$ cat config.mk
export PLATFORM = sky130hd
export DESIGN_NAME = led_trail_pwm_flat
export DESIGN_NICKNAME = d
export VERILOG_FILES = /design/src/rtl/led_trail_pwm_pkg.sv /design/src/rtl/led_trail_pwm_if.sv /design/src/rtl/led_trail_chan.sv /design/src/rtl/led_trail_pwm.sv /design/src/flat_wrapper.sv
export SDC_FILE = /design/constraint.sdc
export NUM_CORES = 1
export LEC_CHECK = 0
export ABC_AREA = 1
export CAP_MARGIN = 20
export CORE_ASPECT_RATIO = 0.75
export CORE_MARGIN = 3
export CORE_UTILIZATION = 54
export CTS_CLUSTER_DIAMETER = 40
export DETAILED_ROUTE_END_ITERATION = 10
export PLACE_DENSITY = 0.77
export SETUP_SLACK_MARGIN = 0.5
export SYNTH_ARGS = -nofsm -noshare
export SYNTH_HDL_FRONTEND = slang
export SYNTH_HIERARCHICAL = 1
export SYNTH_SLANG_ARGS = --single-unit
$ cat constraint.sdc
create_clock -name clk -period 1.6 [get_ports clk]
set_input_delay 0.16 -clock clk [delete_from_list [all_inputs] [get_ports clk]]
set_output_delay 0.16 -clock clk [all_outputs]
set_load 0.1 [all_outputs]
$ cat src/rtl/led_trail_pwm_pkg.sv
// Shared defaults and helpers for the LED trail PWM block.
// Holds the channel-count, level-width and decay defaults. It also provides
// the one-hot check and index encoder used on the registered head pattern.
package led_trail_pwm_pkg;

    localparam int unsigned N_DEF     = 10;
    localparam int unsigned LW_DEF    = 4;
    localparam int unsigned LMAX_DEF  = (1 << LW_DEF) - 1;
    localparam int unsigned DECAY_DEF = 3;

    // head_idx is 4 bits wide, so patterns of up to 16 channels can be encoded
    localparam int unsigned IDX_W = 4;
    localparam int unsigned VEC_W = 1 << IDX_W;

    // True when exactly one bit is set
    function automatic logic is_onehot(input logic [VEC_W-1:0] v);
        return (v != '0) && ((v & (v - VEC_W'(1))) == '0);
    endfunction

    // Binary index of the set bit; only meaningful for a one-hot input
    function automatic logic [IDX_W-1:0] onehot_idx(input logic [VEC_W-1:0] v);
        logic [IDX_W-1:0] idx;
        idx = '0;
        for (int unsigned i = 0; i < VEC_W; i++) begin
            if (v[i]) idx = idx | IDX_W'(i);
        end
        return idx;
    endfunction

endpackage

$ cat src/rtl/led_trail_pwm_if.sv
// Pattern/control inputs and LED/status outputs of the LED trail PWM block.
// The master modport drives pattern, step and trail_en and observes the outputs.
// The slave modport is the view used by the block itself.
interface led_trail_pwm_if
    import led_trail_pwm_pkg::*;
#(
    parameter int unsigned N = N_DEF
);
    logic [N-1:0]     pattern;
    logic             step;
    logic             trail_en;
    logic [N-1:0]     led;
    logic [IDX_W-1:0] head_idx;
    logic             err;

    modport master (
        output pattern, step, trail_en,
        input  led, head_idx, err
    );

    modport slave (
        input  pattern, step, trail_en,
        output led, head_idx, err
    );
endinterface

$ cat src/rtl/led_trail_chan.sv
// One LED channel of the trail: a level register and a registered PWM compare.
// Ports: clk, rst_n (sync, active low), load (head on this channel), trail_en,
//        step, pwm_cnt (shared counter), led (registered PWM drive).
module led_trail_chan
    import led_trail_pwm_pkg::*;
#(
    parameter int unsigned LW    = LW_DEF,
    parameter int unsigned LMAX  = LMAX_DEF,
    parameter int unsigned DECAY = DECAY_DEF
)(
    input  logic          clk,
    input  logic          rst_n,
    input  logic          load,
    input  logic          trail_en,
    input  logic          step,
    input  logic [LW-1:0] pwm_cnt,
    output logic          led
);
    logic [LW-1:0] lvl;
    logic [LW-1:0] lvl_dec_c;

    // Saturating decrement; the compare runs at 32 bits, so a DECAY wider than LW is safe
    always_comb begin
        lvl_dec_c = '0;
        if (32'(lvl) >= DECAY) lvl_dec_c = lvl - LW'(DECAY);
    end

    // Head load wins; otherwise clear, decay or hold. The LED samples the pre-edge level.
    always_ff @(posedge clk) begin
        if (!rst_n) begin
            lvl <= '0;
            led <= 1'b0;
        end else begin
            led <= (pwm_cnt < lvl);
            if (load)          lvl <= LW'(LMAX);
            else if (!trail_en) lvl <= '0;
            else if (step)      lvl <= lvl_dec_c;
        end
    end

endmodule

$ cat src/rtl/led_trail_pwm.sv
// PWM-dimmed LED trail that follows a one-hot bouncing head position.
// Ports: clk, rst_n (sync, active low), bus (slave view: pattern, step, trail_en in;
//        led, head_idx, err out).
// Top-level state: the registered pattern, the shared PWM counter, head_idx and
// the sticky err flag. Per-channel levels live in led_trail_chan.
module led_trail_pwm
    import led_trail_pwm_pkg::*;
#(
    parameter int unsigned N     = N_DEF,
    parameter int unsigned LW    = LW_DEF,
    parameter int unsigned DECAY = DECAY_DEF
)(
    input  logic           clk,
    input  logic           rst_n,
    led_trail_pwm_if.slave bus
);
    localparam int unsigned LMAX = (1 << LW) - 1;

    logic [N-1:0]     pat_q;
    logic [LW-1:0]    pwm_cnt;
    logic [IDX_W-1:0] head_idx_q;
    logic             err_q;

    logic             onehot_c;
    logic [IDX_W-1:0] idx_c;
    logic [N-1:0]     load_c;
    logic [N-1:0]     led_w;

    // Classify the registered pattern; an invalid pattern loads no channel
    always_comb begin
        onehot_c = is_onehot(VEC_W'(pat_q));
        idx_c    = onehot_idx(VEC_W'(pat_q));
        load_c   = onehot_c ? pat_q : '0;
    end

    // Pattern register, PWM counter (period LMAX), head index and sticky error
    always_ff @(posedge clk) begin
        if (!rst_n) begin
            pat_q      <= N'(1);
            pwm_cnt    <= '0;
            head_idx_q <= '0;
            err_q      <= 1'b0;
        end else begin
            pat_q   <= bus.pattern;
            pwm_cnt <= (pwm_cnt == LW'(LMAX - 1)) ? '0 : pwm_cnt + LW'(1);
            if (onehot_c) head_idx_q <= idx_c;
            else          err_q      <= 1'b1;
        end
    end

    for (genvar i = 0; i < int'(N); i++) begin : g_chan
        led_trail_chan #(
            .LW    (LW),
            .LMAX  (LMAX),
            .DECAY (DECAY)
        ) u_chan (
            .clk      (clk),
            .rst_n    (rst_n),
            .load     (load_c[i]),
            .trail_en (bus.trail_en),
            .step     (bus.step),
            .pwm_cnt  (pwm_cnt),
            .led      (led_w[i])
        );
    end

    assign bus.led      = led_w;
    assign bus.head_idx = head_idx_q;
    assign bus.err      = err_q;

endmodule

$ cat src/flat_wrapper.sv
// flat-port wrapper written by rule: the top's interface ports become plain ports
module led_trail_pwm_flat import led_trail_pwm_pkg::*;
#(
    parameter int unsigned N     = N_DEF,
    parameter int unsigned LW    = LW_DEF,
    parameter int unsigned DECAY = DECAY_DEF
)
  (clk, rst_n, bus_pattern, bus_step, bus_trail_en, bus_led, bus_head_idx, bus_err);
  led_trail_pwm_if #(.N(N)) bus_i ();
  input  logic clk;
  input  logic rst_n;
  input wire logic [$bits(bus_i.pattern)-1:0] bus_pattern;
  input wire logic [$bits(bus_i.step)-1:0] bus_step;
  input wire logic [$bits(bus_i.trail_en)-1:0] bus_trail_en;
  output wire logic [$bits(bus_i.led)-1:0] bus_led;
  output wire logic [$bits(bus_i.head_idx)-1:0] bus_head_idx;
  output wire logic [$bits(bus_i.err)-1:0] bus_err;
  assign bus_i.pattern = bus_pattern;
  assign bus_i.step = bus_step;
  assign bus_i.trail_en = bus_trail_en;
  assign bus_led = bus_i.led;
  assign bus_head_idx = bus_i.head_idx;
  assign bus_err = bus_i.err;
  led_trail_pwm #(.N(N), .LW(LW), .DECAY(DECAY)) u_core (.clk(clk), .rst_n(rst_n), .bus(bus_i));
endmodule
== After elaboration in Yosys (flattened, before gate mapping) ==
Index checks and enable logic that the tools add are counted.

* Add/sub/neg operators: 12
* Multiply operators: 0
* Div/mod/pow operators: 0
* $lt $le $gt $ge: 20
* Equality and inequality tests: 11
* Shift operators: 0
* Multiplexer cells: 50
* Bitwise operators: 2
* Reductions and logical operators: 4

{| class="wikitable"
|+ Operators with widths
! cell !! count
|-
| 2-to-1 mux 4 bit || 42
|-
| greater-or-equal comparator 4 x 2 -> 1 bit (second input constant) || 10
|-
| < comparator 4 bit || 10
|-
| subtractor 4 x 2 -> 4 bit (second input constant) || 10
|-
| != test 3 x 2 -> 1 bit (second input constant) || 10
|-
| bitwise AND 10 x 16 -> 16 bit || 1
|-
| logical NOT 16 bit || 1
|-
| 2-to-1 mux 3 bit || 4
|-
| subtractor 10 x 1 -> 11 bit (second input constant) || 1
|-
| 2-to-1 mux 10 bit || 1
|-
| nonzero test 10 bit || 1
|-
| adder 4 x 1 -> 4 bit (second input constant) || 1
|-
| == test 4 bit (second input constant) || 1
|-
| 2-to-1 mux 2 bit || 2
|-
| OR reduction 2 bit || 1
|-
| logical AND 1 bit || 1
|-
| 2-to-1 mux 1 bit || 1
|-
| inverter 1 bit || 1
|}

* Register bits: 69
* Latch bits: 0
* Bits in writable memories: 0
* Memory bits (read-only): 0
* Output and inout bits: 15
* Logic and storage cells: 123
* Memories: 0

== Logic depth before layout (Yosys ltp) ==
Gate-level depths: netlist of run 1.

* Word-level depth: 9
* Depth in mapped cells: 14

== Cells and area by module ==
The synthesis of run 1 kept the hierarchy.

{| class="wikitable"
|+ By module, submodules not included
! module !! instances !! cells an instance !! area an instance (um^2)
|-
| led_trail_chan || 10 || 49 || 332.8
|-
| led_trail_pwm || 1 || 130 || 907.1
|}

== Worst setup path before layout of run 1 ==
No wires, ideal clock.

* Path type: reg-to-reg
* Start point: reg u_core.pat_q[6]
* End point: reg u_core.g_chan[3].u_chan.lvl[1]
* Data arrival time: 1471 ps
* Path slack: 59 ps
* Stages on the path, launching flop included: 15
* Cell sequence: dfxtp_1 > inv_2 > nand2_1 > nor2_1 > nand2_1 > nand2_1 > nand2_1 > nor2_4 > nand2_2 > buf_6 > nor2_2 > inv_1 > o21ai_0 > inv_1 > a21oi_1

* Longest elaborated chain between the ends: 6
* Elaborated cells between the ends (all ways): 8

{| class="wikitable"
|+ Ends and longest elaborated chain
! item !! RTL line !! source
|-
| from (decl) || led_trail_pwm.sv:19 || <nowiki>logic [N-1:0] pat_q;</nowiki>
|-
| from (signal assigned) || led_trail_pwm.sv:44 || <nowiki>pat_q <= bus.pattern;</nowiki>
|-
| subtractor 10 x 1 -> 11 bit || led_trail_pwm_pkg.sv:17 || <nowiki>return (v != '0) && ((v & (v - VEC_W'(1))) == '0);</nowiki>
|-
| bitwise AND 10 x 16 -> 16 bit || led_trail_pwm_pkg.sv:17 ||
|-
| logical NOT 16 bit || led_trail_pwm_pkg.sv:17 ||
|-
| logical AND 1 bit * || led_trail_pwm_pkg.sv:17 ||
|-
| 2-to-1 mux 10 bit * || led_trail_pwm.sv:33 || <nowiki>load_c = onehot_c ? pat_q : '0;</nowiki>
|-
| named net u_core.load_c[3] || led_trail_pwm.sv:26 || <nowiki>logic [N-1:0] load_c;</nowiki>
|-
| != test 3 x 2 -> 1 bit (no source line) / 2-to-1 mux 4 bit (equally long branches) || n/a ||
|-
| to (signal assigned) || led_trail_chan.sv:35 || <nowiki>if (load) lvl <= LW'(LMAX);</nowiki>
|-
| to (signal assigned) || led_trail_chan.sv:37 || <nowiki>else if (step) lvl <= lvl_dec_c;</nowiki>
|-
| to (decl) || led_trail_chan.sv:19 || <nowiki>logic [LW-1:0] lvl;</nowiki>
|}

Mark *: on every way through the listed nets, which the timed path passes. The rest lies on a longest branch.
A chain may end at the register's enable or synchronous reset.

== Worst setup path after layout of run 1 ==
* Start point: reg u_core.pat_q[1]
* End point: reg u_core.g_chan[8].u_chan.lvl[1]

* Longest elaborated chain between the ends: 6
* Elaborated cells between the ends (all ways): 8

{| class="wikitable"
|+ Ends and longest elaborated chain
! item !! RTL line
|-
| subtractor 10 x 1 -> 11 bit || led_trail_pwm_pkg.sv:17
|-
| bitwise AND 10 x 16 -> 16 bit || led_trail_pwm_pkg.sv:17
|-
| logical NOT 16 bit || led_trail_pwm_pkg.sv:17
|-
| logical AND 1 bit * || led_trail_pwm_pkg.sv:17
|-
| 2-to-1 mux 10 bit * || led_trail_pwm.sv:33
|-
| named net u_core.load_c[8] || led_trail_pwm.sv:26
|-
| != test 3 x 2 -> 1 bit (no source line) / 2-to-1 mux 4 bit (equally long branches) || n/a
|-
| to (signal assigned) || led_trail_chan.sv:35
|-
| to (signal assigned) || led_trail_chan.sv:37
|-
| to (decl) || led_trail_chan.sv:19
|}

Marks and branches as above.

==> metrics.md, run 1 <==
| Metric | Value |
|---|---|
| Yosys top cell area share | 32.6% |
| Compound-Gate Fraction of Synth Area | 18.3% |
| Max Cap Viol | 0 |
| CP Capture Type | flop |
| Final period utilization | 110% |
| Max VDD drop | 0.496 mV |
| Async set-reset flop share out of synthesis | 0% |
| Sequential area share after synthesis | 32.6% |
| Hold Path Depth | 3 |
| Final WL | 11.7 mm |
| Worst reg2reg path depth | 11 |
| Hold wc startpoint | bus_pattern[6] |
| Initial core utilization | 56.7% |
| Hold Crit Class | input port to flop |
| Pre-Repair DR Iteration Count | 5 |
| Die extent in x | around 110 um |
| Mapped Cells | 620 |
| First-pass GRT wire length | 17.8 mm |
| WS Path Type | flop to flop |
| Fin Hold WS | about 0.34 ns |
| Antenna violations before repair | 0 |
| CTS tree | done |
| Placed cell areas | 4960 um2 |
| Failing checks | setup timing |
| Initial DRC Count | 336 |
| Synth Area in Simple Gates | 22.4% |
| Sink Count | between 60 and 70 |
| Via count | 4,206 |
| N_diodes | 0 |
| TritonCTS Buffers | 9 |
| Via density | 5.32 |
| Gr ovfl total | 0 |
| Mux cell area share after synthesis | 0% |
| Die ar. | between 8000 and 9000 um2 |
| Synthesized area | ~4200 um2 |
| Top-Level Pins | 29 |
| Vias in the first global route | roughly 4,000 |
| Gpl congestion | 0.913 |
| Syn. warnings | 6 |
| Drt wl/cell | 14.8 um |
| H-Tree Depth | 3 |
| Root Driver | clkbuf_8 |
| GRT Overall Usage | 25.2% |
| Final ANT Viol Nets | 0 |
| Yosys cell types | 21 |
| Most common cell in the synthesized netlist | inv_1 |
| CP startpoint | u_core/pat_q[1] |
| Avg Inst Size Synth | approximately 6.8 um2 |
| Max-slew headroom | around four fifths |
| Max Slew Vio Count | 0 |
| Post-route DRC | 0 |
| Main combinational cell family by area after synthesis | simple AND/OR/NAND/NOR gates |
| Register bit total from synthesis | 69 |
| Final WS setup | -0.159 ns |
| Min Tclk post-route | between 1.5 and 2 ns |
| Lkg Pwr | around 2.4 nW |
| Achievable clock frequency | about 570 MHz |
| Hold_buf cts | 0 |
| NumNets Final | roughly 740 |
| CP max FO | 5 |
| Hpwl dp | 6.89 mm |
| Core Area | 7470 um2 |
| Synth-to-layout area growth | 37.0% |
| PD cells | 759 nW/um2 |
| Largest net degree at the start of global routing | 21 |
| Clk_skew | 0.00791 ns |
| Clock slew at reported path FFs | 0.07 ns |
| Port bufs | 28 |
| FP Rows | 27 |
| Final Util | 77.7% |
| Post-Synthesis Net Count | between 600 and 700 |
| Worst-Margin Slew | 0.326 ns |
| Crit Reg-Reg Startpoint | u_core/pat_q[1] |
| Critical path data required time | ~1.9 ns |
| Share of layout cells above drive strength 1 | 32.2% |
| WP data arrival | roughly 2 ns |
| EDFF count, synth | 0 |
| CP Launch Type | flop |
| Final hold vios | 0 |
| Synth top cells by count | inv_1, nand2_1, dfxtp_1 |
| XOR/XNOR share of the synthesized area | less than 1% |
| Main synth FF type | dfxtp_1 |
| Design Area, Final | around 5800 um2 |
| Area contributors post-synth | dfxtp_1, inv_1, ha_1 |
| Die Ht | 82.7 um |
| Post-Synth Adder-Cell Area | 12.4% |
| Worst-Skew Late Latency | 0.35 ns |
| Final setup fails | 45 |
| Synth area leader | dfxtp_1 |
| RSZ-0062 raised after global routing | yes |
| Largest buffer count on any clock path | 2 |
| Status | finished, violations left |
[metrics by stage]
stage	std cells	setup TNS [ns]	total power, mW	setup WS [ns]
final	791	-3.52	4.41	-0.159
after floorplan	620	0	2.57	0.0682
after detailed placement	767	-3.39	2.97	-0.158
after global placement	767	-0.823	2.94	-0.0749
after CTS	791	-0.0552	4.31	-0.0133
after global routing	791	-9.27	4.59	-0.289
[worst max-delay path: stages (launching register included)]
cell and delay (ns):
dfxtp_4 0.37, inv_2 0.07, nand2_2 0.07, o21ai_0 0.11, nand3_1 0.16, a21oi_4 0.26, nand2_4 0.16, nor2_4 0.12
inv_2 0.07, o21ai_1 0.09, inv_1 0.06, a21oi_1 0.14
[kinds of logic after synthesis]
kind of cell	after synthesis
AO/OA/AOI/OAI	130
adder cells (fa/ha/maj)	42
AND/OR/NAND/NOR	222
flip-flops	69
XOR/XNOR	1
buffers and inverters	156
[layout make-up]
type,count,area [um2]
Multi-Input combinational cell,396,2790
Fill cell,483,1660
Sequential cell,69,1420
Timing Repair Buffer,56,722
Inverter,154,581
Clock buffer,10,138
Tap cell,101,126
Clock inverter,5,27.5
[sequential cells by signal, summed over array words and instances, names as in the netlist]
name and cells:
u_core/pwm_cnt 4, u_core/bus.err 1, u_core/bus.head_idx 4, u_core/g_chan.u_chan/lvl 40, u_core/g_chan.u_chan/led 10, u_core/pat_q 10
[worst paths after layout]
kind / to / slack (ns)
hold / removal: u_core/pat_q[6] / 0.34
setup reg to reg: u_core/g_chan[8].u_chan/lvl[1] / -0.16
hold reg to reg: u_core/bus.err / 0.51
setup / recovery: u_core/g_chan[8].u_chan/lvl[1] / -0.16
[timing repair]
action / CTS / global route
resized for setup: 77 / 82
buffers inserted: 8 / 0
pin swaps: 27 / 41
setup endpoints to repair: 63 / 61
gates cloned: 1 / 0
[metal layers]
layer / vias to the layer above / track usage, % / wire [um] / share of wire (%)
li1: 2084 / - / - / -
met1: 1923 / 32.2 / 4980 / 43
met2: 165 / 42.3 / 5620 / 48
met3: 34 / 5.59 / 753 / 6.5
met4: 0 / 8.70 / 322 / 2.8
met5: - / 0 / 0 / 0
[cells in the final DEF, fill, tap and decap left out, types with 3 or more instances in the layout]
cell,netlist,layout
a21oi_1,55,33
a21oi_2,0,22
a21oi_4,11,11
buf_12,0,20
buf_4,0,19
buf_6,1,3
clkbuf_8,0,10
clkdlybuf4s50_1,0,13
clkinv_2,0,4
dfxtp_1,69,49
dfxtp_2,0,15
dfxtp_4,0,5
ha_1,42,24
ha_4,0,18
inv_1,141,128
inv_2,13,25
nand2_1,131,124
nand2_2,1,7
nand3_1,38,34
nand3_2,0,4
nor2_1,27,22
nor2_2,20,16
nor2_4,1,10
o21ai_0,43,11
o21ai_1,20,26
o21ai_2,0,26
[power by group]
group / internal (mW) / switching [mW] / total (mW)
sequential: 1.80 / 0.0942 / 1.90
clock: 0.584 / 0.653 / 1.24
combinational: 0.494 / 0.776 / 1.27
total: 2.88 / 1.52 / 4.41
Note: power is estimated with default switching activity, not from simulation.
==> run 2, diff against run 1 <==
--- a/config.mk
+++ b/config.mk
@@ -14,6 +14,7 @@
 export DETAILED_ROUTE_END_ITERATION = 10
 export PLACE_DENSITY = 0.77
 export SETUP_SLACK_MARGIN = 0.5
+export SLEW_MARGIN = 40
 export SYNTH_ARGS = -nofsm -noshare
 export SYNTH_HDL_FRONTEND = slang
 export SYNTH_HIERARCHICAL = 1
==> results of run 2 <==
Final layout, timing and power as in run 1 (identical DEF).
==> run 3, diff against run 2 <==
--- a/config.mk
+++ b/config.mk
@@ -8,12 +8,11 @@
 export ABC_AREA = 1
 export CAP_MARGIN = 20
 export CORE_ASPECT_RATIO = 0.75
-export CORE_MARGIN = 3
-export CORE_UTILIZATION = 54
+export CORE_UTILIZATION = 59
 export CTS_CLUSTER_DIAMETER = 40
 export DETAILED_ROUTE_END_ITERATION = 10
-export PLACE_DENSITY = 0.77
-export SETUP_SLACK_MARGIN = 0.5
+export PLACE_DENSITY = 0.8
+export SETUP_SLACK_MARGIN = 0.4
 export SLEW_MARGIN = 40
 export SYNTH_ARGS = -nofsm -noshare
 export SYNTH_HDL_FRONTEND = slang
==> constraint.sdc (replaced) <==
create_clock -name clk -period 1.9 [get_ports clk]
set_input_delay 0.19 -clock clk [delete_from_list [all_inputs] [get_ports clk]]
set_output_delay 0.19 -clock clk [all_outputs]
set_load 0.1 [all_outputs]
==> run 3 against run 2 <==
  * The flow now finishes without violations
  * Via count is 2.8% higher
  * Core utilization up 1.1 points
  * Register-to-register slack improved by 0.18 ns
  * Non-clock buffer count unchanged
  * Global-route usage is 4.6 points higher
  * First-iteration DRC count shrank 17%
  * Largest power group unchanged
==> metrics.md, run 3 (synthesized netlist as in run 1, its figures left out) <==
| Metric | Value |
|---|---|
| Min Tclk post-route | 1.88 ns (was 1.76 ns) |
| Reg area | 1400 um2 (was 1420 um2) |
| GRT Overall Usage | 29.8% (was 25.2%) |
| Final Util | 78.8% (was 77.7%) |
| WP data arrival | 2.16 ns (was 2.03 ns) |
| Drt wl/cell | 15.0 um (was 14.8 um) |
| Placed cell areas | 4670 um2 (was 4960 um2) |
| GR Util met2 | 51.0% (was 42.3%) |
| Final TNS setup | 0 ns (was -3.52 ns) |
| Clk_skew | 0.00755 ns (was 0.00791 ns) |
| CTS tree | done (unchanged) |
| Final setup fails | 0 (was 45) |
| WS Path Type | flop to flop (unchanged) |
| Hold Crit Class | input port to flop (unchanged) |
| Commonest non-fill, non-tap cells in the layout | inv_1, nand2_1, dfxtp_1, buf_4, ha_1 (was inv_1, nand2_1, dfxtp_1, nand3_1, a21oi_1) |
| Fin cells | 789 (was 791) |
| Port bufs | 28 (unchanged) |
| H-Tree Depth | 3 (unchanged) |
| Critical path data required time | 2.18 ns (was 1.87 ns) |
| M3 GR Usage | 5.50% (was 5.59%) |
| Final WL | 11.8 mm (was 11.7 mm) |
| Top-Level Pins | 29 (unchanged) |
| Die Ht | 75.4 um (was 82.7 um) |
| Hold_buf cts | 0 (unchanged) |
| Max Cap Viol | 0 (unchanged) |
| Status | finished clean (was finished, violations left) |
| Worst reg2reg path depth | 13 (was 11) |
| CP max FO | 5 (unchanged) |
| Max-slew headroom | 69.8% (was 78.1%) |
| Routing usage on met1 | 37.1% (was 32.2%) |
| First-pass GRT wire length | 17.5 mm (was 17.8 mm) |
| Worst-Margin Slew | 0.453 ns (was 0.326 ns) |
| Via count | 4,323 (was 4,206) |
| Post-route DRC | 0 (unchanged) |
| Vias in the first global route | 3,848 (was 3,898) |
| CP Capture Type | flop (unchanged) |
| Achievable clock frequency | 533 MHz (was 569 MHz) |
| Sink Count | 69 (unchanged) |
| Largest net degree at the start of global routing | 26 (was 21) |
| Via density | 5.48 (was 5.32) |
| NumNets Final | 742 (unchanged) |
| Largest buffer count on any clock path | 2 (unchanged) |
| CP Launch Type | flop (unchanged) |
| Hold Path Depth | 3 (unchanged) |
| FP Rows | 26 (was 27) |
| Hpwl dp | 7.07 mm (was 6.89 mm) |
| Max FFs per register | 40 (unchanged) |
| Multi-input gate area | 2630 um2 (was 2790 um2) |
| Final hold vios | 0 (unchanged) |
| Share of layout cells above drive strength 1 | 29.8% (was 32.2%) |
| Pre-Repair DR Iteration Count | 5 (unchanged) |
| Root Driver | clkbuf_8 (unchanged) |
| Gr busiest metal | met2 (unchanged) |
| Max Slew Vio Count | 0 (unchanged) |
| PD cells | 692 nW/um2 (was 759 nW/um2) |
| Initial DRC Count | 279 (was 336) |
| Synth-to-layout area growth | 27.7% (was 37.0%) |
| Clock slew at reported path FFs | 0.08 ns (was 0.07 ns) |
| TritonCTS Buffers | 9 (unchanged) |
| Tot Pwr | 3.74 mW (was 4.41 mW) |
| Gpl congestion | 0.924 (was 0.913) |
| Worst-Skew Late Latency | 0.34 ns (was 0.35 ns) |
| Largest regs | u_core/g_chan.u_chan/lvl: 40 flops, u_core/g_chan.u_chan/led: 10 flops, u_core/pat_q: 10 flops (unchanged) |
| Most common cell after layout, fill and taps aside | inv_1 (unchanged) |
| RSZ-0062 raised after global routing | yes (unchanged) |
| Core Area | 6860 um2 (was 7470 um2) |
| Initial core utilization | 61.7% (was 56.7%) |
| N_diodes | 0 (unchanged) |
| Gr ovfl total | 0 (unchanged) |
| Antenna violations before repair | 0 (unchanged) |
| Die ar. | 7530 um2 (was 8950 um2) |
| Cell count after placement | 755 (was 767) |
| Max VDD drop | 0.567 mV (was 0.496 mV) |
| Biggest register | u_core/g_chan.u_chan/lvl (unchanged) |
| Die extent in x | 99.8 um (was 108 um) |
| Lkg Pwr | 2.34 nW (was 2.42 nW) |
| Filler cell count | 472 (was 483) |
| Final period utilization | 98.8% (was 110%) |
| Design Area, Final | 5410 um2 (was 5800 um2) |
| Final ANT Viol Nets | 0 (unchanged) |
[run 3: final cells by class]
class / count / area share [%]
multi-input cells: 396 / 48.6
flip-flops and latches: 69 / 25.9
inverters: 154 / 10.9
repair buffers: 56 / 8.45
clock buffers: 10 / 2.55
well taps: 98 / 2.27
clock inverters: 6 / 1.32
[run 3: routing by layer]
metal	routed length [um]	share of wire [%]	up-vias
li1	-	-	2075
met1	4900	42	1978
met2	5680	48	212
met3	766	6.5	58
met4	462	3.9	0
met5	0	0	-
[run 3: timing repair]
| item | in CTS | in global routing |
|---|---|---|
| setup buffers | 15 | 2 |
| pin swaps | 30 | 34 |
| setup endpoints to repair | 41 | 46 |
| cloned | 1 | 0 |
| resized for setup | 55 | 86 |
[run 3: path summary, 6_finish.rpt]
path         slack (ns)                        endpoint                    from
min reg2reg        0.51          u_core/bus.head_idx[0]  u_core/bus.head_idx[0]
max reg2reg        0.02  u_core/g_chan[0].u_chan/lvl[3]         u_core/pat_q[3]
min                0.36                 u_core/pat_q[7]          bus_pattern[7]
max                0.02  u_core/g_chan[0].u_chan/lvl[3]         u_core/pat_q[3]
[run 3: worst max-delay path, stage by stage (launching register included)]
cell and delay, ns:
dfxtp_4 0.37, inv_2 0.08, nand2_2 0.07, nor2_4 0.15, nand2_2 0.09, nand2_2 0.08, nand2_2 0.07, nor2_4 0.23
nand2_4 0.18, nor2_4 0.14, inv_2 0.06, o21ai_1 0.10, inv_1 0.08, a21oi_2 0.11
[run 3: stage by stage]
stage | setup slack [ns] | hold WS [ns]
finish | 0.0237 | 0.360
global route | -0.0300 | 0.367
CTS | 0.232 | 0.348
detailed placement | 0.125 | 0.484
global placement | 0.199 | 0.473
floorplan | 0.367 | 0.288
[run 3: power breakdown]
group / total (mW) / internal, mW / switching (mW)
Clock: 1.25 / 0.651 / 0.598
Combinational: 0.914 / 0.272 / 0.642
Sequential: 1.58 / 1.52 / 0.0615
